File: src/rtl/filt_mac_result_sink_if.sv
// Stream interface between the FIR MAC result port and the downstream sample consumer.
// The sink sits on the slave modport. The producer/consumer side, such as a bench, uses master.
interface filt_mac_result_sink_if #(
  parameter int gp_inp_width  = 37,
  parameter int gp_oup_width  = 16,
  parameter int gp_fifo_depth = 8,
  parameter int gp_cnt_width  = 16
) ();
  localparam int LW = $clog2(gp_fifo_depth) + 1;

  logic                    i_ena;
  logic [gp_inp_width-1:0] i_data;
  logic                    i_done;
  logic [gp_oup_width-1:0] o_data;
  logic                    o_valid;
  logic                    i_ready;
  logic [LW-1:0]           o_level;
  logic [gp_cnt_width-1:0] o_drop_cnt;
  logic [gp_cnt_width-1:0] o_sat_cnt;

  modport slave (
    input  i_ena, i_data, i_done, i_ready,
    output o_data, o_valid, o_level, o_drop_cnt, o_sat_cnt
  );

  modport master (
    output i_ena, i_data, i_done, i_ready,
    input  o_data, o_valid, o_level, o_drop_cnt, o_sat_cnt
  );
endinterface

File: src/rtl/filt_mac_result_sink.sv
// Output-side consumer for the FIR MAC filter.
// Each full-precision result is rounded half-up, shifted and saturated into a narrow sample.
// Samples are queued in a show-ahead FIFO and delivered on a valid/ready handshake.
// The block also keeps sticky drop and saturation counters.
module filt_mac_result_sink #(
  parameter int gp_inp_width  = 37,
  parameter int gp_shift      = 12,
  parameter int gp_oup_width  = 16,
  parameter int gp_fifo_depth = 8,
  parameter int gp_cnt_width  = 16
) (
  input logic                   i_clk,
  input logic                   i_rst_an,
  filt_mac_result_sink_if.slave bus
);
  localparam int IW = gp_inp_width;
  localparam int SW = gp_inp_width + 1;  // one guard bit so the rounding add cannot wrap
  localparam int OW = gp_oup_width;
  localparam int AW = $clog2(gp_fifo_depth);
  localparam int PW = AW + 1;            // extra pointer MSB separates full from empty
  localparam int CW = gp_cnt_width;

  localparam logic signed [SW-1:0] RND_C = $signed({{(SW-1){1'b0}}, 1'b1}) <<< (gp_shift - 1);
  localparam logic signed [SW-1:0] MAX_C = $signed({{(SW-OW+1){1'b0}}, {(OW-1){1'b1}}});
  localparam logic signed [SW-1:0] MIN_C = ~MAX_C;
  localparam logic [PW-1:0]        FULL_C = PW'(gp_fifo_depth);
  localparam logic [CW-1:0]        CNT_MAX_C = {CW{1'b1}};

  // Round half-up toward +inf, then shift arithmetically and clip to the output range.
  // The result is {sat_flag, sample}.
  function automatic logic [OW:0] round_sat(input logic [IW-1:0] raw);
    logic signed [SW-1:0] ext;
    logic signed [SW-1:0] shr;
    ext = $signed({raw[IW-1], raw}) + RND_C;
    shr = ext >>> gp_shift;
    if (shr > MAX_C) begin
      round_sat = {1'b1, MAX_C[OW-1:0]};
    end else if (shr < MIN_C) begin
      round_sat = {1'b1, MIN_C[OW-1:0]};
    end else begin
      round_sat = {1'b0, shr[OW-1:0]};
    end
  endfunction

  logic            s1_vld_q, s1_vld_d;
  logic [OW-1:0]   s1_data_q, s1_data_d;
  logic            s1_sat_q, s1_sat_d;
  logic [OW-1:0]   mem_q [gp_fifo_depth];
  logic [PW-1:0]   wr_ptr_q, wr_ptr_d;
  logic [PW-1:0]   rd_ptr_q, rd_ptr_d;
  logic [PW-1:0]   level_q, level_d;
  logic [OW-1:0]   o_data_q, o_data_d;
  logic            o_valid_q, o_valid_d;
  logic [CW-1:0]   drop_cnt_q, drop_cnt_d;
  logic [CW-1:0]   sat_cnt_q, sat_cnt_d;
  logic            pop_s, full_s, wr_s, drop_s;
  logic [PW-1:0]   remain_s;
  logic [OW:0]     rs_s;

  // Stage-1 next state: capture a rounded sample on an enabled done strobe.
  always_comb begin
    rs_s      = round_sat(bus.i_data);
    s1_vld_d  = bus.i_ena && bus.i_done;
    s1_data_d = s1_data_q;
    s1_sat_d  = s1_sat_q;
    if (s1_vld_d) begin
      s1_data_d = rs_s[OW-1:0];
      s1_sat_d  = rs_s[OW];
    end else begin
      s1_data_d = s1_data_q;
      s1_sat_d  = s1_sat_q;
    end
  end

  // FIFO control: pop, write or drop, then update the pointers, show-ahead head and counters.
  always_comb begin
    pop_s    = o_valid_q && bus.i_ready;
    full_s   = (level_q == FULL_C);
    wr_s     = s1_vld_q && (!full_s || pop_s);
    drop_s   = s1_vld_q && full_s && !pop_s;
    wr_ptr_d = wr_s  ? wr_ptr_q + PW'(1) : wr_ptr_q;
    rd_ptr_d = pop_s ? rd_ptr_q + PW'(1) : rd_ptr_q;
    level_d  = wr_ptr_d - rd_ptr_d;
    remain_s = level_q - PW'(pop_s);
    o_valid_d = (level_d != {PW{1'b0}});
    o_data_d  = o_data_q;
    if (!o_valid_d) begin
      o_data_d = o_data_q;               // empty: keep the last delivered value
    end else if (remain_s == {PW{1'b0}}) begin
      o_data_d = s1_data_q;              // only the incoming write is left as head
    end else begin
      o_data_d = mem_q[rd_ptr_d[AW-1:0]];
    end
    if (drop_s && (drop_cnt_q != CNT_MAX_C)) begin
      drop_cnt_d = drop_cnt_q + CW'(1);
    end else begin
      drop_cnt_d = drop_cnt_q;
    end
    if (wr_s && s1_sat_q && (sat_cnt_q != CNT_MAX_C)) begin
      sat_cnt_d = sat_cnt_q + CW'(1);
    end else begin
      sat_cnt_d = sat_cnt_q;
    end
  end

  // State registers: stage 1, pointers and registered outputs.
  always_ff @(posedge i_clk or negedge i_rst_an) begin
    if (!i_rst_an) begin
      s1_vld_q   <= 1'b0;
      s1_data_q  <= {OW{1'b0}};
      s1_sat_q   <= 1'b0;
      wr_ptr_q   <= {PW{1'b0}};
      rd_ptr_q   <= {PW{1'b0}};
      level_q    <= {PW{1'b0}};
      o_data_q   <= {OW{1'b0}};
      o_valid_q  <= 1'b0;
      drop_cnt_q <= {CW{1'b0}};
      sat_cnt_q  <= {CW{1'b0}};
    end else begin
      s1_vld_q   <= s1_vld_d;
      s1_data_q  <= s1_data_d;
      s1_sat_q   <= s1_sat_d;
      wr_ptr_q   <= wr_ptr_d;
      rd_ptr_q   <= rd_ptr_d;
      level_q    <= level_d;
      o_data_q   <= o_data_d;
      o_valid_q  <= o_valid_d;
      drop_cnt_q <= drop_cnt_d;
      sat_cnt_q  <= sat_cnt_d;
    end
  end

  // FIFO storage. It needs no reset because the pointers define which entries are valid.
  always_ff @(posedge i_clk) begin
    if (wr_s) begin
      mem_q[wr_ptr_q[AW-1:0]] <= s1_data_q;
    end
  end

  assign bus.o_data     = o_data_q;
  assign bus.o_valid    = o_valid_q;
  assign bus.o_level    = level_q;
  assign bus.o_drop_cnt = drop_cnt_q;
  assign bus.o_sat_cnt  = sat_cnt_q;
endmodule

File: src/flat_wrapper.sv
// flat-port wrapper written by rule: the top's interface ports become plain ports
module filt_mac_result_sink_flat 
#(
  parameter int gp_inp_width  = 37,
  parameter int gp_shift      = 12,
  parameter int gp_oup_width  = 16,
  parameter int gp_fifo_depth = 8,
  parameter int gp_cnt_width  = 16
)
  (i_clk, i_rst_an, bus_i_ena, bus_i_data, bus_i_done, bus_i_ready, bus_o_data, bus_o_valid, bus_o_level, bus_o_drop_cnt, bus_o_sat_cnt);
  filt_mac_result_sink_if #(.gp_inp_width(gp_inp_width), .gp_oup_width(gp_oup_width), .gp_fifo_depth(gp_fifo_depth), .gp_cnt_width(gp_cnt_width)) bus_i ();
  input logic i_clk;
  input logic i_rst_an;
  input wire logic [$bits(bus_i.i_ena)-1:0] bus_i_ena;
  input wire logic [$bits(bus_i.i_data)-1:0] bus_i_data;
  input wire logic [$bits(bus_i.i_done)-1:0] bus_i_done;
  input wire logic [$bits(bus_i.i_ready)-1:0] bus_i_ready;
  output wire logic [$bits(bus_i.o_data)-1:0] bus_o_data;
  output wire logic [$bits(bus_i.o_valid)-1:0] bus_o_valid;
  output wire logic [$bits(bus_i.o_level)-1:0] bus_o_level;
  output wire logic [$bits(bus_i.o_drop_cnt)-1:0] bus_o_drop_cnt;
  output wire logic [$bits(bus_i.o_sat_cnt)-1:0] bus_o_sat_cnt;
  assign bus_i.i_ena = bus_i_ena;
  assign bus_i.i_data = bus_i_data;
  assign bus_i.i_done = bus_i_done;
  assign bus_i.i_ready = bus_i_ready;
  assign bus_o_data = bus_i.o_data;
  assign bus_o_valid = bus_i.o_valid;
  assign bus_o_level = bus_i.o_level;
  assign bus_o_drop_cnt = bus_i.o_drop_cnt;
  assign bus_o_sat_cnt = bus_i.o_sat_cnt;
  filt_mac_result_sink #(.gp_inp_width(gp_inp_width), .gp_shift(gp_shift), .gp_oup_width(gp_oup_width), .gp_fifo_depth(gp_fifo_depth), .gp_cnt_width(gp_cnt_width)) u_core (.i_clk(i_clk), .i_rst_an(i_rst_an), .bus(bus_i));
endmodule
File: config.mk
export PLATFORM = sky130hd
export DESIGN_NAME = filt_mac_result_sink_flat
export DESIGN_NICKNAME = d
export VERILOG_FILES = /design/src/rtl/filt_mac_result_sink_if.sv /design/src/rtl/filt_mac_result_sink.sv /design/src/flat_wrapper.sv
export SDC_FILE = /design/constraint.sdc
export NUM_CORES = 1
export LEC_CHECK = 0
export ABC_AREA = 1
export CAP_MARGIN = 0
export CORE_ASPECT_RATIO = 1.4
export CORE_MARGIN = 10
export CORE_UTILIZATION = 31
export CTS_CLUSTER_SIZE = 8
export DETAILED_ROUTE_END_ITERATION = 7
export GPL_TIMING_DRIVEN = 1
export SLEW_MARGIN = 20
export SYNTH_ARGS = -nofsm -noshare
export SYNTH_HDL_FRONTEND = slang
export SYNTH_SLANG_ARGS = --single-unit
File: constraint.sdc
create_clock -name i_clk -period 2.67 [get_ports i_clk]
set_input_delay 0.4005 -clock i_clk [delete_from_list [all_inputs] [get_ports i_clk]]
set_output_delay 0.4005 -clock i_clk [all_outputs]
set_load 0.005 [all_outputs]
# Word level (Yosys, flattened, before mapping)
# Memories as Yosys holds them, arrays and structs flattened.
# Cells that the tools add are included.
[totals]
regBits = 79
ramBits = 128
input_bits = 42
mem_count = 1
[memory_table]
columns = ["memory", "words", "width", "rd", "rd_ports_with_merged_regs", "wr", "line_no", "text"]
rows = [
  ["u_core.mem_q", 8, 16, 1, 0, 1, "filt_mac_result_sink.sv:48", "logic [OW-1:0] mem_q [gp_fifo_depth];"],
]
[classes]
n_addsub = 7
magnitude_cmp = 2
eq_ne = 3
muxes = 7
reduce_logical = 13
[ops]
columns = ["op", "n"]
rows = [
  ["$add 37x13->38 const B", 1],
  ["$mux 17", 2],
  ["$add 16x1->16 const B", 2],
  ["$ne 16x16->1 const B", 2],
  ["$gt 26x16->1 const B", 1],
  ["$lt 26x16->1 const B", 1],
  ["$mux 16", 1],
  ["$add 4x1->4 const B", 2],
  ["$logic_and 1x1->1", 8],
  ["$mux 4", 2],
  ["$eq 4x4->1 const B", 1],
  ["$logic_not 4->1", 1],
  ["$reduce_bool 4->1", 1],
  ["$sub 4x1->4", 1],
  ["$sub 4x4->4", 1],
  ["$logic_not 1->1", 2],
  ["$mux 1", 2],
  ["$logic_or 1x1->1", 1],
]

# Logic depth before layout (Yosys ltp)
[depth]
depth_word = 7
depth_mapped = 20

# Worst setup path after synthesis
# OpenSTA, ideal clock, no wires.
[synth_path]
path_kind = "register to register"
startpoint = "register u_core.rd_ptr_q[0]"
endpoint = "register u_core.o_data_q[11], in the netlist u_core.bus.o_data[11]"
setup_time_ps = 117
t_arrival_ps = 2627
t_required_ps = 2553
setup_slack_ps = -74
stages_incl_launch_ff = 18
n_path_buf = 2
cell_sequence = "dfrtp_1 > ha_1 > nand2_1 > xor2_2 > clkbuf_1 > ha_1 > nand2_1 > nor2_1 > a211oi_1 > xnor2_1 > inv_1 > nand2_1 > nand2_2 > inv_4 > nand2_4 > buf_6 > nand2_1 > nand2_1"
[synth_via]
elab_chain_cells = 4
elab_cells_between_ends = 6
cone_classes = "add/sub: 2; mux: 2; reduce/logical: 1; memory: 1"
[synth_rtl]
columns = ["element", "line_no", "text"]
rows = [
  ["from (decl)", "filt_mac_result_sink.sv:50", "logic [PW-1:0] rd_ptr_q, rd_ptr_d;"],
  ["from (signal assigned)", "filt_mac_result_sink.sv:113", "rd_ptr_q <= {PW{1'b0}};"],
  ["from (signal assigned)", "filt_mac_result_sink.sv:124", "rd_ptr_q <= rd_ptr_d;"],
  ["$add 4x1->4", "filt_mac_result_sink.sv:82", "rd_ptr_d = pop_s ? rd_ptr_q + PW'(1) : rd_ptr_q;"],
  ["$mux 4 *", "filt_mac_result_sink.sv:82", ""],
  ["$sub 4x4->4 *", "filt_mac_result_sink.sv:83", "level_d = wr_ptr_d - rd_ptr_d;"],
  ["named net u_core.level_d[3]", "filt_mac_result_sink.sv:51", "logic [PW-1:0] level_q, level_d;"],
  ["$reduce_bool 4->1 *", "filt_mac_result_sink.sv:85", "o_valid_d = (level_d != {PW{1'b0}});"],
  ["named net u_core.o_valid_d", "filt_mac_result_sink.sv:53", "logic o_valid_q, o_valid_d;"],
  ["to (signal assigned)", "filt_mac_result_sink.sv:115", "o_data_q <= {OW{1'b0}};"],
  ["to (signal assigned)", "filt_mac_result_sink.sv:126", "o_data_q <= o_data_d;"],
  ["to (decl)", "filt_mac_result_sink.sv:52", "logic [OW-1:0] o_data_q, o_data_d;"],
]
# The timed path passes the listed nets; every way through them passes the cells marked *.
# A chain may end at the register's enable or synchronous reset.

# Worst setup path in the final report
[layout_path]
startpoint = "register u_core.level_q[1], in the netlist u_core.bus.o_level[1]"
endpoint = "register u_core.o_data_q[2], in the netlist u_core.bus.o_data[2]"
[layout_via]
elab_chain_cells = 7
elab_cells_between_ends = 10
cone_classes = "add/sub: 2; eq/ne: 1; mux: 2; reduce/logical: 5"
[layout_rtl]
columns = ["element", "line_no", "text"]
rows = [
  ["from (decl)", "filt_mac_result_sink.sv:51", ""],
  ["from (signal assigned)", "filt_mac_result_sink.sv:114", "level_q <= {PW{1'b0}};"],
  ["from (signal assigned)", "filt_mac_result_sink.sv:125", "level_q <= level_d;"],
  ["$eq 4x4->1", "filt_mac_result_sink.sv:78", "full_s = (level_q == FULL_C);"],
  ["$logic_not 1->1", "filt_mac_result_sink.sv:79", "wr_s = s1_vld_q && (!full_s || pop_s);"],
  ["$logic_or 1x1->1", "filt_mac_result_sink.sv:79", ""],
  ["$logic_and 1x1->1", "filt_mac_result_sink.sv:79", ""],
  ["$mux 4", "filt_mac_result_sink.sv:81", "wr_ptr_d = wr_s ? wr_ptr_q + PW'(1) : wr_ptr_q;"],
  ["$sub 4x4->4", "filt_mac_result_sink.sv:83", ""],
  ["named net u_core.level_d[1]", "filt_mac_result_sink.sv:51", ""],
  ["$reduce_bool 4->1", "filt_mac_result_sink.sv:85", ""],
]
# The timed path passes the listed nets, and every way through them passes these cells.

==> flow_summary.html <==
<table>
<tr><th>Metric</th><th>Value</th></tr>
<tr><th colspan="2">Status</th></tr>
<tr><td>Status</td><td>finished clean</td></tr>
<tr><th colspan="2">Critical path</th></tr>
<tr><td>Worst reg2reg path depth</td><td>15</td></tr>
<tr><td>Crit Reg-Reg Endpoint</td><td>u_core.bus.o_data[2]$_DFFE_PN0P_</td></tr>
<tr><td>Worst flop-to-flop path startpoint</td><td>u_core.bus.o_level[1]$_DFF_PN0_</td></tr>
<tr><td>Setup slack of the most critical reg-to-reg path</td><td>0.17 ns</td></tr>
<tr><td>Req. time, crit path</td><td>3.14 ns</td></tr>
<tr><td>Worst-path fanout max</td><td>15</td></tr>
<tr><td>Origin of the worst setup path</td><td>u_core.bus.o_level[1]$_DFF_PN0_</td></tr>
<tr><td>End point of the critical path</td><td>u_core.bus.o_data[2]$_DFFE_PN0P_</td></tr>
<tr><td>Capturing element type of the critical path</td><td>flop</td></tr>
<tr><td>Worst setup path class</td><td>flop to flop</td></tr>
<tr><td>Worst EP arrival</td><td>2.97 ns</td></tr>
<tr><td>Startpoint types</td><td>flop</td></tr>
<tr><th colspan="2">Finish</th></tr>
<tr><td>Ant. Diodes</td><td>0</td></tr>
<tr><td>Share of final-layout standard cells stronger than drive strength 1</td><td>0.140</td></tr>
<tr><td>Most frequent standard cell in the layout excluding fill and tap cells</td><td>nand2_1</td></tr>
<tr><td>Most used cells in the layout excluding fill and tap cells</td><td>nand2_1, edfxtp_1, nor2_1, clkdlybuf4s50_1, o21ai_0</td></tr>
<tr><td>Area of the multi-input gates</td><td>0.00348 mm^2</td></tr>
<tr><td>Net count, final</td><td>1145</td></tr>
<tr><td>Area overhead of the layout relative to synthesis</td><td>25.2%</td></tr>
<tr><td>Footprint of the flip-flops and latches</td><td>0.00582 mm^2</td></tr>
<tr><td>Fillcell total</td><td>3034</td></tr>
<tr><td>Final core utilization</td><td>0.393</td></tr>
<tr><th colspan="2">Hold path</th></tr>
<tr><td>Class of the most critical hold timing path</td><td>primary input to async pin</td></tr>
<tr><th colspan="2">Clock tree</th></tr>
<tr><td>Maximum clock insertion buffer count</td><td>3</td></tr>
<tr><td>Number of sinks on the clock net</td><td>207</td></tr>
<tr><td>CTS tree</td><td>yes</td></tr>
<tr><td>Source-to-sink clock delay at the later pin of the worst-skew pair</td><td>0.54 ns</td></tr>
<tr><td>Clock transition at path regs</td><td>0.05 ns</td></tr>
<tr><td>Clock buffer count from CTS</td><td>29</td></tr>
<tr><td>CTS root buf</td><td>clkbuf_16</td></tr>
<tr><td>H-tree lvl count</td><td>1</td></tr>
<tr><th colspan="2">Global route</th></tr>
<tr><td>Via count of the first global-routing pass</td><td>7167</td></tr>
<tr><td>Largest net degree at the start of global routing</td><td>80</td></tr>
<tr><td>Met1 track demand over resource in global routing</td><td>0.147</td></tr>
<tr><td>Met3 global-route usage</td><td>0.0160</td></tr>
<tr><td>First-pass GRT wire length</td><td>37800 um</td></tr>
<tr><td>Overall overflow remaining after global route</td><td>0</td></tr>
<tr><td>Combined global-route utilization of all metal layers</td><td>0.117</td></tr>
<tr><td>Number of antenna violations at the first check in global routing</td><td>0</td></tr>
<tr><td>Met2 routing resource usage after global routing</td><td>0.202</td></tr>
<tr><td>Global-route layer with the greatest usage</td><td>met2</td></tr>
<tr><th colspan="2">Floorplan</th></tr>
<tr><td>IO Pins</td><td>95</td></tr>
<tr><td>Core region area</td><td>0.0308 mm^2</td></tr>
<tr><td>Starting density of the core</td><td>0.314</td></tr>
<tr><td>Number of cell rows</td><td>76</td></tr>
<tr><td>Die outline area</td><td>0.0388 mm^2</td></tr>
<tr><td>Die X</td><td>169 um</td></tr>
<tr><td>Die H</td><td>229 um</td></tr>
<tr><th colspan="2">STA</th></tr>
<tr><td>Slew @ Worst Pin</td><td>0.717 ns</td></tr>
<tr><td>Final setup violation count</td><td>0</td></tr>
<tr><td>Final-layout setup total negative slack</td><td>0 ns</td></tr>
<tr><td>Achievable frequency</td><td>399 MHz</td></tr>
<tr><td>Worst clock skew on the final layout</td><td>0.0101 ns</td></tr>
<tr><td>Hold Fails Final Rpt</td><td>0</td></tr>
<tr><td>Ratio of final minimum period to clock period</td><td>0.938</td></tr>
<tr><td>Crit path time final</td><td>2.50 ns</td></tr>
<tr><td>Max Slew Vio Count</td><td>0</td></tr>
<tr><td>Worst slew slack as a fraction of its limit</td><td>0.522</td></tr>
<tr><th colspan="2">Place</th></tr>
<tr><td>Count of buffers from port buffering</td><td>83</td></tr>
<tr><td>HPWL after detailed placement</td><td>15600 um</td></tr>
<tr><td>Last weighted congestion value of the routability-driven placer</td><td>0.875</td></tr>
<tr><th colspan="2">Detailed routing</th></tr>
<tr><td>First DRT Iteration DRCs</td><td>302</td></tr>
<tr><td>Remaining design rule violation count</td><td>0</td></tr>
<tr><td>Number of vias after detailed routing</td><td>7033</td></tr>
<tr><td>Detail-routed via count per cell</td><td>4.68</td></tr>
<tr><td>Count of antenna-violating nets left after detailed routing</td><td>0</td></tr>
<tr><td>First-pass DRT Iterations</td><td>4</td></tr>
<tr><td>Wire length per cell after detailed routing</td><td>15.3 um</td></tr>
<tr><td>Wirelength, routed</td><td>23100 um</td></tr>
<tr><th colspan="2">Pwr</th></tr>
<tr><td>Share of total power in the clock network</td><td>0.269</td></tr>
<tr><td>Sw frac</td><td>0.349</td></tr>
<tr><td>NetSw</td><td>4.30 mW</td></tr>
<tr><td>Leakage component of the power</td><td>4.85 nW</td></tr>
<tr><td>Sequential Power Share</td><td>0.349</td></tr>
<tr><td>Combinational share of power</td><td>0.383</td></tr>
<tr><td>Internal power</td><td>8.01 mW</td></tr>
<tr><td>IR drop worst, VDD</td><td>0.588 mV</td></tr>
<tr><td>Power density relative to cell area</td><td>1020 mW/mm^2</td></tr>
<tr><th colspan="2">Synthesis</th></tr>
<tr><td>Synthesized-area fraction occupied by adder cells</td><td>0.0137</td></tr>
<tr><td>Sequential-to-total area share from yosys stat</td><td>0.602</td></tr>
<tr><td>Simple-gate area share of the yosys netlist</td><td>0.222</td></tr>
<tr><td>Synthesized instance count</td><td>956</td></tr>
<tr><td>Synthesized Nets</td><td>1008</td></tr>
<tr><td>Share of synthesized area spent on multiplexers</td><td>0</td></tr>
<tr><td>Compound-Gate Fraction of Synth Area</td><td>0.0717</td></tr>
<tr><td>Avg Inst Size Synth</td><td>10.1 um^2</td></tr>
<tr><td>Count of warnings emitted by yosys</td><td>0</td></tr>
<tr><td>XOR/XNOR Fraction of Synth Area</td><td>0.0477</td></tr>
<tr><td>Post-synth design cell area</td><td>0.00967 mm^2</td></tr>
<tr><td>Yosys reg bits</td><td>207</td></tr>
<tr><td>Number of distinct library cells after synthesis</td><td>42</td></tr>
<tr><td>Combinational family with the most area after synthesis</td><td>simple AND/OR/NAND/NOR gates</td></tr>
<tr><th colspan="2">Flow run</th></tr>
<tr><td>Count of max-cap constraint violations</td><td>0</td></tr>
</table>
==> flip-flops by register name, indices dropped and copies added, names as in the netlist <==
name	flops
u_core.s1_vld_q	1
u_core.bus.o_data	16
u_core.bus.o_sat_cnt	16
u_core.bus.o_valid	1
u_core.s1_sat_q	1
u_core.wr_ptr_q	4
u_core.rd_ptr_q	4
u_core.mem_q	128
u_core.bus.o_drop_cnt	16
u_core.bus.o_level	4
u_core.s1_data_q	16
==> cell type report <==
type	count	share of cell area
multi-input combinational	657	0.287
clock inverter	1	0.00165
inverter	61	0.0191
tap	390	0.0403
timing repair buffer	137	0.104
clock buffer	49	0.0662
sequential	207	0.481
==> routing by layer <==
layer / wire [um] / share of wire / vias to the layer above
li1: - / - / 3477
met1: 9960 / 0.43 / 3359
met2: 11500 / 0.50 / 154
met3: 1060 / 0.046 / 43
met4: 546 / 0.024 / 0
met5: 0 / 0 / -
==> through the flow <==
step                      hold WS [ns]  std cells  area [um^2]  power (mW)  setup slack, ns
after floorplan                  0.105        956         9680        6.87           0.0295
after global placement           0.488       1450        11200        8.81           -0.330
after detailed placement         0.490       1450        11200        8.92           -0.409
after CTS                       0.0732       1500        12000        12.3           0.0819
after global routing             0.520       1502        12100        13.1          -0.0166
final                            0.471       1502        12100        12.3            0.166
==> synthesized netlist by cell type, drive strengths merged <==
cell         number  area share
nand2           256        0.11
nor2            142       0.067
edfxtp          128        0.40
o21ai            88       0.046
dfrtp            79        0.20
inv              59       0.023
nand3            38       0.023
o22ai            31       0.020
xor2             29       0.028
clkbuf           22      0.0096
xnor2            22       0.020
nor3             12      0.0072
ha                9       0.012
nand4             9      0.0065
buf               8      0.0084
a31oi             7      0.0045
nand3b            7      0.0054
clkinv            2     0.00078
nor4              2      0.0013
a211oi            1     0.00078
and2              1     0.00065
dlygate4sd3       1      0.0010
fa                1      0.0021
nor3b             1     0.00078
o211ai            1     0.00078
==> timing repair <==
| action | 4_1_cts | 5_1_grt |
|---|---|---|
| buffers inserted | 0 | 1 |
| resized for setup | 0 | 8 |
| setup endpoints to repair | 0 | 17 |
| hold buffers | 0 | 1 |
| endpoints found under the hold margin | 0 | 79 |
==> cells by family after synthesis <==
family | Yosys count
and+or+nand+nor | 468
DFF | 207
adders and majority gates | 10
xor gates and xnor gates | 51
AOI/OAI and AO/OA | 128
buffers and inverters | 92
==> power by group through the flow <==
stage | registers, mW | clock network (mW) | logic, mW
after floorplan | 4.28 | 0 | 2.59
after global placement | 4.34 | 0 | 4.47
after detailed placement | 4.36 | 0 | 4.56
after CTS | 4.30 | 3.39 | 4.57
after global routing | 4.36 | 3.52 | 5.26
final | 4.30 | 3.31 | 4.71
==> worst min-delay path by stage <==
stage | startpoint | end | slack (ns) | depth (start not counted)
floorplan | i_rst_an | u_core.bus.o_data[0]$_DFFE_PN0P_ | 0.10 | 0
global placement | u_core.bus.o_sat_cnt[14]$_DFFE_PN0P_ | u_core.bus.o_sat_cnt[14]$_DFFE_PN0P_ | 0.49 | 1
detailed placement | u_core.rd_ptr_q[3]$_DFF_PN0_ | u_core.rd_ptr_q[3]$_DFF_PN0_ | 0.49 | 1
CTS | i_rst_an | u_core.bus.o_drop_cnt[15]$_DFFE_PN0P_ | 0.07 | 1
global route | u_core.bus.o_sat_cnt[14]$_DFFE_PN0P_ | u_core.bus.o_sat_cnt[14]$_DFFE_PN0P_ | 0.52 | 1
finish | i_rst_an | u_core.bus.o_drop_cnt[9]$_DFFE_PN0P_ | 0.47 | 2
==> critical path: stages, from the launching register on <==
cell	delay, ns
dfrtp_1	0.39
nor2_1	0.13
nand4_2	0.12
nand2_2	0.10
inv_2	0.04
buf_4	0.13
nand2_4	0.05
nand2_1	0.07
ha_1	0.23
fa_1	0.48
inv_1	0.07
nor3_4	0.18
buf_6	0.15
buf_8	0.15
nand3_1	0.09
nand2_1	0.07
Power figures use the tool's default switching activity.
